$ cat src/rtl/cfu_requant_if.sv
// Handshake bundle for the requantizer: config writes, accumulator input,
// flush request and the packed int8 output word.
interface cfu_requant_if;
  logic        cfg_valid;
  logic        cfg_ready;
  logic [1:0]  cfg_addr;
  logic [31:0] cfg_data;
  logic        acc_valid;
  logic        acc_ready;
  logic [31:0] acc_data;
  logic        flush;
  logic        out_valid;
  logic        out_ready;
  logic [31:0] out_data;
  logic [2:0]  out_lanes;

  modport master (
    output cfg_valid, cfg_addr, cfg_data, acc_valid, acc_data, flush, out_ready,
    input  cfg_ready, acc_ready, out_valid, out_data, out_lanes
  );

  modport slave (
    input  cfg_valid, cfg_addr, cfg_data, acc_valid, acc_data, flush, out_ready,
    output cfg_ready, acc_ready, out_valid, out_data, out_lanes
  );
endinterface

$ cat src/rtl/cfu_requant.sv
// Requantizes 32-bit accumulators to int8 (bias, Q31 multiply, rounding shift,
// zero point, clamp) in a 3-stage pipeline and packs four results per word.
module cfu_requant #(
  parameter int ACT_MIN = -128,
  parameter int ACT_MAX = 127
) (
  input logic          clk,
  input logic          reset_n,
  cfu_requant_if.slave bus
);

  localparam logic signed [63:0] ACT_MIN_W = 64'(ACT_MIN);
  localparam logic signed [63:0] ACT_MAX_W = 64'(ACT_MAX);
  localparam logic signed [63:0] S32_MAX   = 64'sh0000_0000_7FFF_FFFF;
  localparam logic signed [63:0] S32_MIN   = 64'shFFFF_FFFF_8000_0000;
  localparam logic signed [63:0] HALF_Q31  = 64'sh0000_0000_4000_0000;

  function automatic logic signed [63:0] sx64(input logic [31:0] v);
    return {{32{v[31]}}, v};
  endfunction

  function automatic logic [31:0] sat32(input logic signed [63:0] v);
    logic [31:0] r;
    if (v > S32_MAX) begin
      r = 32'h7FFF_FFFF;
    end else if (v < S32_MIN) begin
      r = 32'h8000_0000;
    end else begin
      r = v[31:0];
    end
    return r;
  endfunction

  function automatic logic [7:0] clamp_act(input logic signed [63:0] v);
    logic signed [63:0] c;
    if (v > ACT_MAX_W) begin
      c = ACT_MAX_W;
    end else if (v < ACT_MIN_W) begin
      c = ACT_MIN_W;
    end else begin
      c = v;
    end
    return c[7:0];
  endfunction

  logic [31:0] bias_q, bias_d, mult_q, mult_d;
  logic [4:0]  shift_q, shift_d;
  logic [7:0]  zp_q, zp_d;
  logic        s1_v_q, s1_v_d, s2_v_q, s2_v_d, s3_v_q, s3_v_d;
  logic [31:0] s1_q, s1_d, s2_q, s2_d;
  logic [7:0]  s3_q, s3_d;
  logic [1:0]  cnt_q, cnt_d;
  logic [23:0] buf_q, buf_d;
  logic        flush_pending_q, flush_pending_d;
  logic        out_valid_q, out_valid_d;
  logic [31:0] out_data_q, out_data_d;
  logic [2:0]  out_lanes_q, out_lanes_d;

  logic en, stages_empty, cfg_ready, cfg_fire, acc_ready, acc_fire, flush_go;
  logic signed [63:0] sum_w, prod_w, q_w, rnd_w, y_w;

  // Handshakes; both readies are forced low while reset is held.
  always_comb begin
    en           = !out_valid_q || bus.out_ready;
    stages_empty = !s1_v_q && !s2_v_q && !s3_v_q;
    cfg_ready    = reset_n && stages_empty && !flush_pending_q;
    cfg_fire     = bus.cfg_valid && cfg_ready;
    acc_ready    = reset_n && en && !cfg_fire && !flush_pending_q;
    acc_fire     = bus.acc_valid && acc_ready;
    flush_go     = flush_pending_q && stages_empty && en;
  end

  assign bus.cfg_ready = cfg_ready;
  assign bus.acc_ready = acc_ready;
  assign bus.out_valid = out_valid_q;
  assign bus.out_data  = out_data_q;
  assign bus.out_lanes = out_lanes_q;

  // Config register writes.
  always_comb begin
    bias_d  = bias_q;
    mult_d  = mult_q;
    shift_d = shift_q;
    zp_d    = zp_q;
    if (cfg_fire) begin
      case (bus.cfg_addr)
        2'd0:    bias_d  = bus.cfg_data;
        2'd1:    mult_d  = bus.cfg_data;
        2'd2:    shift_d = bus.cfg_data[4:0];
        2'd3:    zp_d    = bus.cfg_data[7:0];
        default: bias_d  = bias_q;
      endcase
    end else begin
      bias_d = bias_q;
    end
  end

  // Datapath arithmetic, all in 64-bit signed so no intermediate can wrap.
  always_comb begin
    sum_w  = sx64(bus.acc_data) + sx64(bias_q);
    prod_w = sx64(s1_q) * sx64(mult_q);
    q_w    = (prod_w + HALF_Q31) >>> 6'd31;
    if (shift_q == 5'd0) begin
      rnd_w = sx64(s2_q);
    end else begin
      rnd_w = (sx64(s2_q) + (64'sd1 <<< (shift_q - 5'd1))) >>> shift_q;
    end
    y_w = rnd_w + sx64({{24{zp_q[7]}}, zp_q});
  end

  // Stage registers advance together under the output-side enable.
  always_comb begin
    s1_v_d = s1_v_q;
    s2_v_d = s2_v_q;
    s3_v_d = s3_v_q;
    s1_d   = s1_q;
    s2_d   = s2_q;
    s3_d   = s3_q;
    if (en) begin
      s1_v_d = acc_fire;
      s2_v_d = s1_v_q;
      s3_v_d = s2_v_q;
      s1_d   = sat32(sum_w);
      s2_d   = sat32(q_w);
      s3_d   = clamp_act(y_w);
    end else begin
      s1_v_d = s1_v_q;
    end
  end

  // Packer, flush handling and output word register.
  always_comb begin
    cnt_d           = cnt_q;
    buf_d           = buf_q;
    flush_pending_d = flush_pending_q || bus.flush;
    out_data_d      = out_data_q;
    out_lanes_d     = out_lanes_q;
    if (out_valid_q && bus.out_ready) begin
      out_valid_d = 1'b0;
    end else begin
      out_valid_d = out_valid_q;
    end
    if (en && s3_v_q) begin
      case (cnt_q)
        2'd0: begin buf_d[7:0]   = s3_q; cnt_d = 2'd1; end
        2'd1: begin buf_d[15:8]  = s3_q; cnt_d = 2'd2; end
        2'd2: begin buf_d[23:16] = s3_q; cnt_d = 2'd3; end
        2'd3: begin
          out_valid_d = 1'b1;
          out_data_d  = {s3_q, buf_q};
          out_lanes_d = 3'd4;
          cnt_d       = 2'd0;
          buf_d       = 24'd0;
        end
        default: cnt_d = cnt_q;
      endcase
    end else if (flush_go) begin
      flush_pending_d = bus.flush;
      if (cnt_q != 2'd0) begin
        out_valid_d = 1'b1;
        out_data_d  = {8'h00, buf_q};
        out_lanes_d = {1'b0, cnt_q};
        cnt_d       = 2'd0;
        buf_d       = 24'd0;
      end else begin
        cnt_d = cnt_q;
      end
    end else begin
      cnt_d = cnt_q;
    end
  end

  // State registers.
  always_ff @(posedge clk or negedge reset_n) begin
    if (!reset_n) begin
      bias_q          <= 32'd0;
      mult_q          <= 32'h7FFF_FFFF;
      shift_q         <= 5'd0;
      zp_q            <= 8'd0;
      s1_v_q          <= 1'b0;
      s2_v_q          <= 1'b0;
      s3_v_q          <= 1'b0;
      s1_q            <= 32'd0;
      s2_q            <= 32'd0;
      s3_q            <= 8'd0;
      cnt_q           <= 2'd0;
      buf_q           <= 24'd0;
      flush_pending_q <= 1'b0;
      out_valid_q     <= 1'b0;
      out_data_q      <= 32'd0;
      out_lanes_q     <= 3'd0;
    end else begin
      bias_q          <= bias_d;
      mult_q          <= mult_d;
      shift_q         <= shift_d;
      zp_q            <= zp_d;
      s1_v_q          <= s1_v_d;
      s2_v_q          <= s2_v_d;
      s3_v_q          <= s3_v_d;
      s1_q            <= s1_d;
      s2_q            <= s2_d;
      s3_q            <= s3_d;
      cnt_q           <= cnt_d;
      buf_q           <= buf_d;
      flush_pending_q <= flush_pending_d;
      out_valid_q     <= out_valid_d;
      out_data_q      <= out_data_d;
      out_lanes_q     <= out_lanes_d;
    end
  end

endmodule

$ cat src/flat_wrapper.sv
// flat-port wrapper written by rule: the top's interface ports become plain ports
module cfu_requant_flat 
#(
  parameter int ACT_MIN = -128,
  parameter int ACT_MAX = 127
)
  (clk, reset_n, bus_cfg_valid, bus_cfg_addr, bus_cfg_data, bus_acc_valid, bus_acc_data, bus_flush, bus_out_ready, bus_cfg_ready, bus_acc_ready, bus_out_valid, bus_out_data, bus_out_lanes);
  cfu_requant_if bus_i ();
  input logic clk;
  input logic reset_n;
  input wire logic [$bits(bus_i.cfg_valid)-1:0] bus_cfg_valid;
  input wire logic [$bits(bus_i.cfg_addr)-1:0] bus_cfg_addr;
  input wire logic [$bits(bus_i.cfg_data)-1:0] bus_cfg_data;
  input wire logic [$bits(bus_i.acc_valid)-1:0] bus_acc_valid;
  input wire logic [$bits(bus_i.acc_data)-1:0] bus_acc_data;
  input wire logic [$bits(bus_i.flush)-1:0] bus_flush;
  input wire logic [$bits(bus_i.out_ready)-1:0] bus_out_ready;
  output wire logic [$bits(bus_i.cfg_ready)-1:0] bus_cfg_ready;
  output wire logic [$bits(bus_i.acc_ready)-1:0] bus_acc_ready;
  output wire logic [$bits(bus_i.out_valid)-1:0] bus_out_valid;
  output wire logic [$bits(bus_i.out_data)-1:0] bus_out_data;
  output wire logic [$bits(bus_i.out_lanes)-1:0] bus_out_lanes;
  assign bus_i.cfg_valid = bus_cfg_valid;
  assign bus_i.cfg_addr = bus_cfg_addr;
  assign bus_i.cfg_data = bus_cfg_data;
  assign bus_i.acc_valid = bus_acc_valid;
  assign bus_i.acc_data = bus_acc_data;
  assign bus_i.flush = bus_flush;
  assign bus_i.out_ready = bus_out_ready;
  assign bus_cfg_ready = bus_i.cfg_ready;
  assign bus_acc_ready = bus_i.acc_ready;
  assign bus_out_valid = bus_i.out_valid;
  assign bus_out_data = bus_i.out_data;
  assign bus_out_lanes = bus_i.out_lanes;
  cfu_requant #(.ACT_MIN(ACT_MIN), .ACT_MAX(ACT_MAX)) u_core (.clk(clk), .reset_n(reset_n), .bus(bus_i));
endmodule
$ cat config.mk
export PLATFORM = sky130hd
export DESIGN_NAME = cfu_requant_flat
export DESIGN_NICKNAME = d
export VERILOG_FILES = /design/src/rtl/cfu_requant_if.sv /design/src/rtl/cfu_requant.sv /design/src/flat_wrapper.sv
export SDC_FILE = /design/constraint.sdc
export NUM_CORES = 2
export LEC_CHECK = 0
export CORE_MARGIN = 2
export CORE_UTILIZATION = 54
export DETAILED_ROUTE_END_ITERATION = 7
export DONT_BUFFER_PORTS = 1
export PLACE_DENSITY = 0.71
export SLEW_MARGIN = 20
export SYNTH_ARGS = -nofsm -noshare
export SYNTH_HDL_FRONTEND = slang
export SYNTH_SLANG_ARGS = --single-unit
$ cat constraint.sdc
create_clock -name clk -period 23.7 [get_ports clk]
set_input_delay 3.555 -clock clk [delete_from_list [all_inputs] [get_ports clk]]
set_output_delay 3.555 -clock clk [all_outputs]
set_load 0.02 [all_outputs]
==> metrics.md <==
| Metric | Value |
|---|---|
| Status | `finished, final reports clean` |
| Vias | `44400` |
| Post-CTS sizing | `0` |
| CP max-delay cell | `nor2_1` |
| Cts bufs inserted | `27` |
| Gpl congestion | `1.05` |
| Initial Util | `54.7%` |
| Final worst path period share | `43.9%` |
| First-pass GRT wire length | `268000 um` |
| Cell mode on critical path | `a21o_1` |
| Routed len/inst | `22.8 um` |
| Max_cap viols | `0` |
| Asr flop ratio synth | `100%` |
| Global route overflow | `0` |
| GR Util All Layers | `33.5%` |
| Synth cell types | `93` |
| Final hold viol count | `0` |
| Clock Sinks | `215` |
| Remaining antenna violation count | `0` |
| Worst Path Required | `24120 ps` |
| Synth top area cells | `fa_1, dfrtp_1, inv_1, nand2_1, ha_1` |
| Tightest Pin Transition | `1150 ps` |
| Delay-heaviest family, CP | `compound AO/OA/AOI/OAI gates` |
| Buf+Inv Stages, Crit Path | `3` |
| Fraction of layout instances using a drive strength above 1 | `5.35%` |
| Initial drt markers | `3975` |
| Critical-path maximum fanout | `60` |
| Max Slew Vio Count | `0` |
| Core area | `100000 um^2` |
| Number of synthesized flops with an enable pin | `0` |
| Hold Path Class | `register to register` |
| Die Y | `323 um` |
| Skew final | `17.6 ps` |
| Drt pass-1 iters | `7` |
| Post-DP HPWL | `134000 um` |
| Clk_lat worst skew | `580 ps` |
| Post-synthesis cell area | `54800 um^2` |
| WL final | `171000 um` |
| Die area | `104000 um^2` |
| Highest Clock Rate | `96.1 MHz` |
| H-tree depth | `1` |
| Root buffer cell | `clkbuf_16` |
| Mapped Avg Cell Area | `8.68 um^2` |
| Clock Path Buffers | `3` |
| Syn nets | `7784` |
| Rows | `116` |
| CP Data Arrival Time | `10820 ps` |
| DRC violations left | `0` |
| Final setup vio count | `0` |
| Dominant synthesized flop cell | `dfrtp_1` |
| Flops & latches, synth | `215` |
| Fill cell count | `8994` |
| Crit Path Class | `register to register` |
| CP Launch Type | `register` |
| Largest net degree at the start of global routing | `217` |
| Initial antenna violation count | `13` |
| Synth warn | `0` |
| Seq/Total Area, Yosys | `9.89%` |
| Clock-pin slew on the worst setup and hold paths | `60 ps` |
| CTS tree | `yes` |
| Leading area contributor after synthesis | `fa_1` |
| RSZ-0062 raised after global routing | `no` |
| Area Overhead vs Synth | `3.71%` |
| Vias/cell | `5.93` |
| Fin util | `56.7%` |
| CP max stage delay | `650 ps` |
| Vias in the first global route | `46200` |
| Ports | `110` |
| Fin Setup TNS | `0 ps` |
| Syn Inst Count | `6317` |
| Setup repair bufs after CTS | `0` |
| Worst slew margin | `22.6%` |
| Die X-Extent | `323 um` |
| Yosys top cell area share | `39.6%` |
| Reg2Reg Setup Slack | `13290 ps` |
| Cts hold-fix bufs | `0` |
| Final Critical Period | `10410 ps` |
| Number of port buffers | `0` |
| Nets | `7559` |
| CP Capture Type | `register` |
-- synth_stat cells, drive strengths merged (55+ instances only) --
library cell and n:
o21ai 247, ha 310, a21oi 293, nand3 63
inv 1189, fa 1085, xnor2 101, clkbuf 310
mux2 117, and2 270, a21o 109, nor2 241
nand2 1042, nor3 55, dfrtp 184
-- tightest hold or removal path: cells and delay by family (launching register included) --
kind | cells | cell delay, ps
and+or+nand+nor | 1 | 40
DFF | 1 | 340
AOI/OAI and AO/OA | 1 | 60
-- cell usage in the layout, fill, tap and decap left out, types with 108 or more instances in the layout --
| master | instances |
|---|---|
| a21o_1 | 108 |
| a21oi_1 | 293 |
| and2_1 | 268 |
| dfrtp_1 | 181 |
| fa_1 | 1085 |
| ha_1 | 310 |
| inv_1 | 1188 |
| mux2_2 | 117 |
| nand2_1 | 1041 |
| nor2_1 | 240 |
| o21ai_0 | 237 |
-- flip-flops by register name, indices dropped and copies added, names as in the netlist --
signal                  flops
u_core.s1_v_q               1
u_core.s1_q                32
u_core.mult_q              32
u_core.flush_pending_q      1
u_core.bus.out_valid        1
u_core.bus.out_data        32
u_core.s3_v_q               1
u_core.cnt_q                2
u_core.shift_q              5
u_core.bias_q              32
u_core.bus.out_lanes        3
u_core.s2_q                32
u_core.s3_q                 8
u_core.s2_v_q               1
u_core.buf_q               24
u_core.zp_q                 8
-- routing by layer --
layer	share of wire (%)	track usage, %
met5	0.032	0
met4	5.2	14.4
met1	40	45.0
met3	9.9	6.82
met2	45	53.0
-- kinds of logic after synthesis --
kind of cell,Yosys count,synth area share (%)
mux,157,3.43
xor+xnor,154,2.50
fa+ha+maj,1411,47.0
flops,215,9.89
simple gates,1886,15.6
compound gates,972,11.2
buf+inv,1522,10.4
-- path summary, 6_finish.rpt --
kind	start	to	cells after the start
setup / recovery	u_core.shift_q[3]	u_core.s3_q[0]	32
hold / removal	u_core.buf_q[15]	u_core.buf_q[15]	2
setup reg to reg	u_core.shift_q[3]	u_core.s3_q[0]	32
hold reg to reg	u_core.buf_q[15]	u_core.buf_q[15]	2
max in group asynchronous	reset_n	u_core.mult_q[18]	0
min in group asynchronous	reset_n	u_core.bias_q[4]	0
-- metrics by stage --
stage | hold WS (ps) | setup slack, ps | std cells | cell area, um^2
after floorplan | 444 | 14920 | 6317 | 54800
after global placement | 458 | 13530 | 7420 | 55900
after detailed placement | 471 | 13450 | 7420 | 55900
after CTS | 487 | 13430 | 7470 | 56800
after global routing | 497 | 12720 | 7486 | 56800
final | 484 | 13290 | 7497 | 56800
-- cell type report --
type	count	area, um^2	area share [%]
Sequential cell	215	5420	9.54
Antenna cell	27	67.6	0.119
Tap cell	1357	1700	2.99
Multi-Input combinational cell	4580	43700	76.9
Clock inverter	14	140	0.247
Timing Repair Buffer	77	578	1.02
Clock buffer	36	739	1.30
Inverter	1191	4470	7.86
Power is not shown: default switching activity piles up to over one toggle a cycle in this logic, so the estimate is an artifact.
